### src/rtl/input_debounce.sv
// Per-channel synchroniser and debouncer for mechanical inputs.
// Produces clean levels plus registered single-cycle rise/fall strobes.
module input_debounce #(
  parameter int WIDTH       = 4,
  parameter int CNT_BITS    = 16,
  parameter int SYNC_STAGES = 2,   // minimum 2
  parameter int ACTIVE_LOW  = 0
) (
  input  logic             clk,
  input  logic             resetn,
  input  logic [WIDTH-1:0] raw_in,
  output logic [WIDTH-1:0] level_out,
  output logic [WIDTH-1:0] rise_pulse,
  output logic [WIDTH-1:0] fall_pulse,
  output logic             any_change
);

  localparam logic                IDLE_LVL = (ACTIVE_LOW != 0);
  localparam logic [CNT_BITS-1:0] CNT_MAX  = '1;

  logic [SYNC_STAGES-1:0][WIDTH-1:0] sync_q, sync_d;
  logic [WIDTH-1:0][CNT_BITS-1:0]    ctr_q, ctr_d;
  logic [WIDTH-1:0]                  level_q, level_d;
  logic [WIDTH-1:0]                  rise_q, rise_d;
  logic [WIDTH-1:0]                  fall_q, fall_d;
  logic                              any_q, any_d;
  logic [WIDTH-1:0]                  s;

  always_comb begin
    sync_d[0] = raw_in;
    for (int i = 1; i < SYNC_STAGES; i++) sync_d[i] = sync_q[i-1];
  end

  // Polarity is folded in after the last stage so level_out=1 always means asserted.
  assign s = sync_q[SYNC_STAGES-1] ^ {WIDTH{IDLE_LVL}};

  always_comb begin
    // NOTE: every combinational output gets a default first so no path can infer a latch.
    ctr_d   = ctr_q;
    level_d = level_q;
    rise_d  = '0;
    fall_d  = '0;
    for (int ch = 0; ch < WIDTH; ch++) begin
      if (s[ch] == level_q[ch]) begin
        ctr_d[ch] = '0;
      end else if (ctr_q[ch] != CNT_MAX) begin
        ctr_d[ch] = ctr_q[ch] + 1'b1;
      end else begin
        ctr_d[ch]   = '0;
        level_d[ch] = s[ch];
        rise_d[ch]  = s[ch];
        fall_d[ch]  = ~s[ch];
      end
    end
    any_d = |(rise_d | fall_d);
  end

  // Synchroniser resets to the idle pin level so release never looks like an edge.
  always_ff @(posedge clk or negedge resetn) begin
    // NOTE: non-blocking assignments keep every flop sampling pre-edge values.
    if (!resetn) begin
      sync_q  <= {(SYNC_STAGES*WIDTH){IDLE_LVL}};
      ctr_q   <= '0;
      level_q <= '0;
      rise_q  <= '0;
      fall_q  <= '0;
      any_q   <= 1'b0;
    end else begin
      sync_q  <= sync_d;
      ctr_q   <= ctr_d;
      level_q <= level_d;
      rise_q  <= rise_d;
      fall_q  <= fall_d;
      any_q   <= any_d;
    end
  end

  assign level_out  = level_q;
  assign rise_pulse = rise_q;
  assign fall_pulse = fall_q;
  assign any_change = any_q;

endmodule

### config.mk
export PLATFORM = sky130hd
export DESIGN_NAME = input_debounce
export DESIGN_NICKNAME = d
export VERILOG_FILES = /design/src/rtl/input_debounce.sv
export SDC_FILE = /design/constraint.sdc
export NUM_CORES = 1
export LEC_CHECK = 0
export CAP_MARGIN = 20
export CORE_ASPECT_RATIO = 0.8
export CORE_MARGIN = 2
export CORE_UTILIZATION = 32
export CTS_CLUSTER_DIAMETER = 100
export DETAILED_ROUTE_END_ITERATION = 6
export HOLD_SLACK_MARGIN = 0.12
export MAX_ROUTING_LAYER = met4
export PLACE_DENSITY = 0.52
export SYNTH_ARGS = -nofsm -noshare
export SYNTH_HDL_FRONTEND = slang
export SYNTH_SLANG_ARGS = --single-unit
export TNS_END_PERCENT = 10
### constraint.sdc
create_clock -name clk -period 2.85 [get_ports clk]
set_input_delay 0.57 -clock clk [delete_from_list [all_inputs] [get_ports clk]]
set_output_delay 0.57 -clock clk [all_outputs]
set_load 0.02 [all_outputs]
# After elaboration in Yosys (flattened, before gate mapping)
# Cells that the tools add are included.
[word_totals]
out_inout_bits = 13
elab_cells = 67
input_bits = 6
register_bits = 85
[classes]
n_eq_ne = 8
n_mux = 24
bitwise = 13
n_reduce_logical = 5
addsub = 4
[op_table]
columns = ["cell", "n"]
rows = [
  ["$mux W16", 8],
  ["$add A16 B1 Y16 const B", 4],
  ["$ne A16 B16 Y1 const B", 4],
  ["$mux W1", 16],
  ["$not A1 Y1", 12],
  ["$reduce_and A2 Y1", 4],
  ["$eq A1 B1 Y1", 4],
  ["$or A4 B4 Y4", 1],
  ["$reduce_or A4 Y1", 1],
]

# Depth between registers and ports, before layout
# Gate-level depths: netlist (run 1).
[depth]
depth_word = 5
mapped_depth = 7
mapped_depth_nobuf = 5

# Worst setup path before layout (run 1)
# OpenSTA, ideal clock, no wires.
[synth_timing]
kind = "reg-to-reg"
startpoint = "register ctr_q[32] (netlist name)"
endpoint = "register ctr_q[38] (netlist name)"
stages_incl_launch_ff = 8
period_less_slack_ps = 1769
path_buffers = 2
t_required_ps = 2731
setup_time_ps = 119
path_slack_ps = 1081
t_arrival_ps = 1650
cell_sequence = "dfrtp_1 ha_1 clkbuf_1 nand4_1 or4_1 nand2_2 buf_6 nor2_1"
[synth_lines]
columns = ["item", "line_no", "text"]
rows = [
  ["start: declaration", "22", "logic [WIDTH-1:0][CNT_BITS-1:0] ctr_q, ctr_d;"],
  ["start signal: assignment", "70", "ctr_q <= ctr_d;"],
]

==> results of run 1 <==
==> logic make-up after synthesis <==
group	Yosys count	share of synthesized area, %
buffers and inverters	18	2.25
AOI/OAI and AO/OA	11	2.02
DFF	85	54.6
xor gates and xnor gates	55	12.4
muxes	4	1.09
and+or+nand+nor	193	26.4
adders and majority gates	4	1.28
==> metrics by stage <==
stage	worst slack (ps)	utilization [%]	hold slack, ps	power, uW	std cells
after floorplan	1080	-	274	1310	370
after global placement	861	35.2	334	1350	531
after detailed placement	778	35.2	335	1350	531
after CTS	764	37.6	166	2550	547
after global routing	608	37.6	189	2610	547
final	787	37.6	157	2500	547
==> area by class of cell <==
type	instances	area, sq um
Fill cell	1169	7500
Tap cell	152	190
Multi-Input combinational cell	267	1680
Sequential cell	85	2130
Clock inverter	4	47.5
Inverter	8	30.0
Timing Repair Buffer	19	198
Clock buffer	12	246
==> cell usage after synthesis <==
master,instances,area [sq um]
nand3_1,28,140
a21oi_1,2,10.0
nand2b_1,1,6.26
and2_1,4,25.0
xnor2_1,35,307
nand2_2,3,18.8
nand4_2,1,12.5
ha_1,4,50.1
o21ai_0,1,5.00
nor3b_1,9,67.6
nand2_1,21,78.8
or4_1,4,30.0
mux2i_1,2,20.0
a31o_2,2,17.5
a21boi_0,1,7.51
inv_1,8,30.0
nand4_1,20,125
or4_4,1,11.3
xor2_1,20,175
mux2_2,2,22.5
nor3_1,11,55.1
and3_1,6,37.5
nand3_2,1,10.0
buf_4,1,7.51
clkbuf_1,6,22.5
nor4_1,16,100
buf_6,2,22.5
o21ai_2,1,8.76
o211ai_1,1,7.51
nor2_1,60,225
nand4_4,1,21.3
dfrtp_1,85,2130
o31ai_1,2,15.0
nor4_4,1,21.3
and4_1,5,43.8
a22oi_1,1,7.51
buf_2,1,5.00
==> per-layer routing <==
metal | GRT usage, % | wire (microns) | up-vias | part of all wire (%)
li1 | - | - | 1337 | -
met2 | 18.6 | 3170 | 37 | 42
met4 | 5.75 | 136 | 0 | 1.8
met5 | - | 0 | - | 0
met1 | 17.4 | 3930 | 1289 | 52
met3 | 3.94 | 296 | 11 | 3.9
==> flip-flops by register name, indices dropped and copies added (netlist names) <==
name        count
sync_d          4
rise_pulse      4
any_change      1
fall_pulse      4
s               4
ctr_q          64
level_out       4
==> path summary, 6_finish.rpt <==
| path | cells past startpoint | to | startpoint |
|---|---|---|---|
| max in group asynchronous | 2 | ctr_q[43] | resetn |
| worst min register to register | 0 | s[0] | sync_d[4] |
| worst max register to register | 5 | ctr_q[5] | ctr_q[0] |
| min in group clk | 0 | s[0] | sync_d[4] |
| worst max-delay path | 5 | ctr_q[5] | ctr_q[0] |
| worst min-delay path | 1 | ctr_q[26] | resetn |
==> power groups by stage <==
stage | registers, uW | logic, uW | clock network, uW
6_report | 1250 | 80.5 | 1170
5_1_grt | 1250 | 94.6 | 1270
4_1_cts | 1250 | 84.7 | 1220
3_5_place_dp | 1270 | 84.2 | 0
3_3_place_gp | 1270 | 84.1 | 0
2_1_floorplan | 1270 | 42.4 | 0
==> impl_metrics.toml, run 1 <==
[run_status]
status = "finished clean"

[drt]
num_vias = 2674
drt_iter0_markers = 168
wirelength_microns = 7540
drt_first_pass_iters = 4
final_antenna_net_count = 0
avgRoutedWirePerCell_microns = 13.8
route.detailed.drc = 0
viasPerCell = 4.89

[power_and_ir_drop]
p_clk_share_pct = 46.9
switchingPower_uw = 548
p_int_uw = 1950
vdd_drop_max_v = 0.000342
p_leak_uw = 0.00185
switching_share_pct = 21.9
seq_power_share_pct = 49.9
combPwrFrac_pct = 3.2
power_density_nw_per_um2 = 553

[placement]
gp_congestion = 0.816
port_buffers = 18
dpl_cell_area_sq_um = 4230
dp_hpwl_microns = 4990

[worst_setup_path]
worstPathMaxFanout = 13
cp_slowest_stage_delay_ps = 570
slowest_stage = "or4_1"
setup.worst_path.end_class = "register"
crit_arrival_ps = 2270
rrSetupSlack_ps = 790
critPathRequiredTime_ps = 3050
cp-start-kind = "register"
path_cells = "ha_1, nand3_2, or4_1, o21ai_2, nor2_1"
worstPathBufferInverterCount = 0
critPathKind = "reg -> reg"
cp_top_family = "simple AND/OR/NAND/NOR gates"

[timing]
maxSlewHeadroom_pct = 60.0
grt_setup_unrepaired = "false"
hold_violations = 0
worstMarginPinSlew_ps = 594
fin_crit_ps = 2060
setup_viol = 0
period_share_pct = 72.4
finClkSkew_ps = 6.50
finalSetupTns_ps = 0
final-max-slew-violation-count = 0
max_freq_ghz = 0.485

[flow_run]
max_cap_violations = 0

[floorplan]
coreArea_sq_um = 12000
start_util_pct = 32.4
dieArea_sq_um = 13100
rows = 36
io_pins = 19
die_h_microns = 103
dieWidth_microns = 127

[clocking]
cts_resized = 0
cts_htree_levels = 3
numCtsBuffers = 9
root_buffer = "clkbuf_16"
clk_path_buf_depth = 2
hold_buffers = 0
postCtsSetupBuffers = 0
cts_tree = "done"
clk_latency_ps = 340
clk_pin_slew_ps = 60
cts_sinks = 85

[cells_and_area]
nets = 400
syn_to_final_growth_pct = 16.0
most-common-layout-cells = "dfrtp_1, nor2_1, xnor2_1"
antenna_cells = 0
final_common_cell = "dfrtp_1"
design_area_sq_um = 4520
drive_above_1_share_pct = 7.34

[synthesis]
synth_seq_cells = 85
yosysSeqAreaShare_pct = 54.6
synth_cell_types = 37
postSynthCellCount = 370
synth_area_sq_um = 3900
syn_nets = 380
syn_area_per_cell_sq_um = 10.5
yosysWarnings = 0

[global_route]
grt_overflow_total = 0
grt_pass1_wl_microns = 13000
grt_max_degree = 57
grt_pass1_vias = 2637
antenna_found_initial = 0
grt_use_total_pct = 13.1

[hold_path]
min_path_type = "in -> async"
Power figures use the tool's default switching activity.
==> inputs of run 2 (changes only) <==
- PLACE_DENSITY: 0.52 -> 0.53
- clock period: 2.85 -> 1.7 ns (I/O delays scaled with it)
==> impl_metrics.toml, run 2 (synthesized netlist as in run 1, its figures left out) <==
[run_status]
status = "finished clean"

[power_and_ir_drop]
power_density_nw_per_um2 = 930
p_leak_uw = 0.00209
vdd_drop_max_v = 0.000479

[placement]
dp_slack_ps = -32.0
dp_hpwl_microns = 5310
port_buffers = 18
gp_congestion = 0.794
dpl_cell_area_sq_um = 4490

[hold_path]
min_path_type = "reg -> reg"
hold_depth = 0

[clocking]
clk_path_buf_depth = 2
cts_htree_levels = 3
clk_pin_slew_ps = 70
cts_tree = "done"
postCtsSetupBuffers = 0
numCtsBuffers = 9
clk_latency_ps = 340
root_buffer = "clkbuf_16"
cts_sinks = 85

[worst_setup_path]
worstPathBufferInverterCount = 1
worstPathMaxFanout = 1
critPathKind = "reg -> out"
crit_arrival_ps = 1310
setup.worst_path.end_class = "output pin"
cp_top_family = "buffers and inverters"
critPathRequiredTime_ps = 1360
r2r.worst_path.cells = 6
cp-start-kind = "register"
slowest_stage = "clkdlybuf4s50_1"
path_cells = "clkdlybuf4s50_1"
cp_slowest_stage_delay_ps = 610
cp.depth = 1

[timing]
final-max-slew-violation-count = 0
hold_violations = 0
period_share_pct = 96.8
finClkSkew_ps = 7.92
grt_setup_unrepaired = "true"
fin_ws_ps = 54.5
finalSetupTns_ps = 0
fin_crit_ps = 1650
hold_ws_ps = 358
worstMarginPinSlew_ps = 561
max_freq_ghz = 0.608
maxSlewHeadroom_pct = 62.5
setup_viol = 0

[floorplan]
rows = 36
dieArea_sq_um = 13100
start_util_pct = 32.4
die_h_microns = 103
io_pins = 19
coreArea_sq_um = 12000
dieWidth_microns = 127

[global_route]
grt_use_total_pct = 13.8
grt_overflow_total = 0
grt_pass1_wl_microns = 13800
antenna_found_initial = 0
grt_max_degree = 86
grt_pass1_vias = 2863

[drt]
drt_first_pass_iters = 4
final_antenna_net_count = 0
viasPerCell = 4.85
drt_iter0_markers = 169
avgRoutedWirePerCell_microns = 13.5
wirelength_microns = 7850
route.detailed.drc = 0
num_vias = 2826

[cells_and_area]
largest_reg_flops = 64
antenna_cells = 0
syn_to_final_growth_pct = 25.5
regMostFlops = "ctr_q"
most-common-layout-cells = "dfrtp_1, nor2_1, xnor2_1, buf_4, nand3_1"
drive_above_1_share_pct = 16.7
nets = 436
num-fill-cells = 1147
final_common_cell = "dfrtp_1"
design_area_sq_um = 4890

[flow_run]
max_cap_violations = 0
==> run 2: cell count changes in the layout (fill, tap and decap cells not counted), sizes merged, moves of 2 or more <==
cell	previous run	this run
bufinv	1	3
dlygate4sd2	0	4
buf	2	37
clkbuf	12	10
clkdlybuf4s50	17	12
==> run 2: repair_timing <==
action,4_1_cts,5_1_grt
hold endpoints to repair,85,0
endpoints found under the setup margin,18,32
hold buffers,1,0
pin swaps,1,3
gates resized for setup,8,6
gates cloned,0,0
==> run 2: where the power goes <==
part | internal [uW] | switching, uW
Combinational | 74.5 | 112
Sequential | 2060 | 26.3
Clock | 1480 | 806
==> run 2: worst paths after layout <==
check | start | to | slack, ps
max | any_change | any_change | 50
min | sync_d[5] | s[1] | 360
max reg2reg | ctr_q[0] | ctr_q[12] | 60
min reg2reg | sync_d[5] | s[1] | 360
max in group asynchronous | resetn | ctr_q[27] | 760
min in group asynchronous | resetn | ctr_q[30] | 550
==> run 2: through the flow <==
step	total power, uW	utilization [%]	cells
5_1_grt	4720	40.7	583
6_report	4550	40.7	583
4_1_cts	4620	40.4	583
3_5_place_dp	2310	37.3	566
3_3_place_gp	2300	37.3	566
2_1_floorplan	2190	-	370
==> run 2: layout make-up <==
class	count	area, sq um	share of cell area [%]
tap	152	190	3.89
inverter	8	30.0	0.614
timing repair buffer	55	472	9.64
sequential	85	2130	43.5
multi-input combinational	267	1730	35.3
clock inverter	6	109	2.23
clock buffer	10	239	4.88
==> run 2: layer usage <==
| metal | wire, microns | track usage [%] |
|---|---|---|
| met4 | 104 | 4.31 |
| met5 | 0 | - |
| met3 | 323 | 4.31 |
| met1 | 3900 | 17.9 |
| met2 | 3530 | 20.7 |
==> inputs of run 3 (changes only) <==
- CORE_MARGIN: 2 -> 8
==> impl_metrics.toml, run 3 (synthesized netlist as in run 1, its figures left out) <==
[power_and_ir_drop]
vdd_drop_max_v = 0.000536
power_uw = 4510
power_density_nw_per_um2 = 929
p_leak_uw = 0.00205

[worst_setup_path]
slowest_stage = "clkdlybuf4s50_1"
rrSetupSlack_ps = 80
critPathRequiredTime_ps = 1360
cp-start-kind = "register"
crit_arrival_ps = 1290
path_cells = "clkdlybuf4s50_1"
cp_top_family = "buffers and inverters"
worstPathBufferInverterCount = 1
setup.worst_path.end_class = "output pin"
cp_slowest_stage_delay_ps = 600
critPathKind = "reg -> out"
worstPathMaxFanout = 1

[timing]
grt_setup_unrepaired = "false"
worstMarginPinSlew_ps = 550
finClkSkew_ps = 5.21
setup_viol = 0
period_share_pct = 95.7
final-max-slew-violation-count = 0
finalSetupTns_ps = 0
hold_ws_ps = 355
max_freq_ghz = 0.615
fin_ws_ps = 72.7
fin_crit_ps = 1630
maxSlewHeadroom_pct = 63.2
hold_violations = 0

[drt]
wirelength_microns = 7870
viasPerCell = 4.85
route.detailed.drc = 0
num_vias = 2806
avgRoutedWirePerCell_microns = 13.6
drt_iter0_markers = 217
final_antenna_net_count = 0
drt_first_pass_iters = 4

[floorplan]
die_h_microns = 115
start_util_pct = 32.4
io_pins = 19
rows = 36
dieArea_sq_um = 16000
coreArea_sq_um = 12000
dieWidth_microns = 139

[cells_and_area]
regMostFlops = "ctr_q"
drive_above_1_share_pct = 15.0
num-fill-cells = 1152
final_common_cell = "dfrtp_1"
nets = 432
most-common-layout-cells = "dfrtp_1, nor2_1, xnor2_1"
largest_reg_flops = 64
antenna_cells = 0
syn_to_final_growth_pct = 24.6
design_area_sq_um = 4850

[placement]
dp_hpwl_microns = 5550
dp_slack_ps = -11.4
dpl_cell_area_sq_um = 4470
gp_congestion = 0.760
port_buffers = 18

[global_route]
antenna_found_initial = 0
grt_use_total_pct = 11.1
grt_max_degree = 34
grt_overflow_total = 0
grt_pass1_vias = 2850
grt_pass1_wl_microns = 13900

[clocking]
cts_sinks = 85
clk_pin_slew_ps = 60
root_buffer = "clkbuf_16"
cts_htree_levels = 3
numCtsBuffers = 9
cts_tree = "done"
clk_latency_ps = 330
clk_path_buf_depth = 2

[hold_path]
min_path_type = "reg -> reg"

[run_status]
status = "finished clean"

[flow_run]
max_cap_violations = 0
-- run 3: through the flow --
step                instances  util (%)
floorplan                 370         -
global placement          561      37.1
detailed placement        561      37.1
CTS                       578      40.1
global route              579      40.4
finish                    579      40.4
-- run 3: area by class of cell --
class / instances / area [sq um] / share of cell area (%)
Clock buffer: 10 / 229 / 4.72
Clock inverter: 6 / 111 / 2.29
Inverter: 8 / 30.0 / 0.619
Multi-Input combinational cell: 267 / 1710 / 35.3
Sequential cell: 85 / 2130 / 43.8
Tap cell: 152 / 190 / 3.92
Timing Repair Buffer: 51 / 455 / 9.38
-- run 3: routing by layer --
metal | track usage, % | up-vias | share of wire, %
li1 | - | 1395 | -
met1 | 14.0 | 1367 | 51
met2 | 16.4 | 34 | 44
met3 | 3.42 | 10 | 3.9
met4 | 4.01 | 0 | 1.2
met5 | - | - | 0
-- run 3: where the power goes --
group	switching, uW	internal (uW)
Combinational	113	76.6
Clock	805	1440
Sequential	26.2	2060
-- run 3: timing repair --
action	in CTS	in global routing
hold endpoints to repair	25	0
hold buffers	1	0
pin swaps	0	5
endpoints found under the setup margin	12	35
setup buffers	0	1
gates resized for setup	6	6
-- run 3: worst register-to-register path, cell delays in order (launching register included) --
cell and delay (ps):
dfrtp_1 370, ha_2 200, nand3_2 80, or4_4 500
o21ai_4 170, buf_6 150, nor2_1 50
-- run 3: path summary, 6_finish.rpt --
check,startpoint,cells after the start,end
min reg2reg,sync_d[4],0,s[0]
min,sync_d[4],0,s[0]
max in group asynchronous,resetn,3,s[0]
max,any_change,1,any_change
min in group asynchronous,resetn,2,ctr_q[46]
max reg2reg,ctr_q[1],6,ctr_q[5]
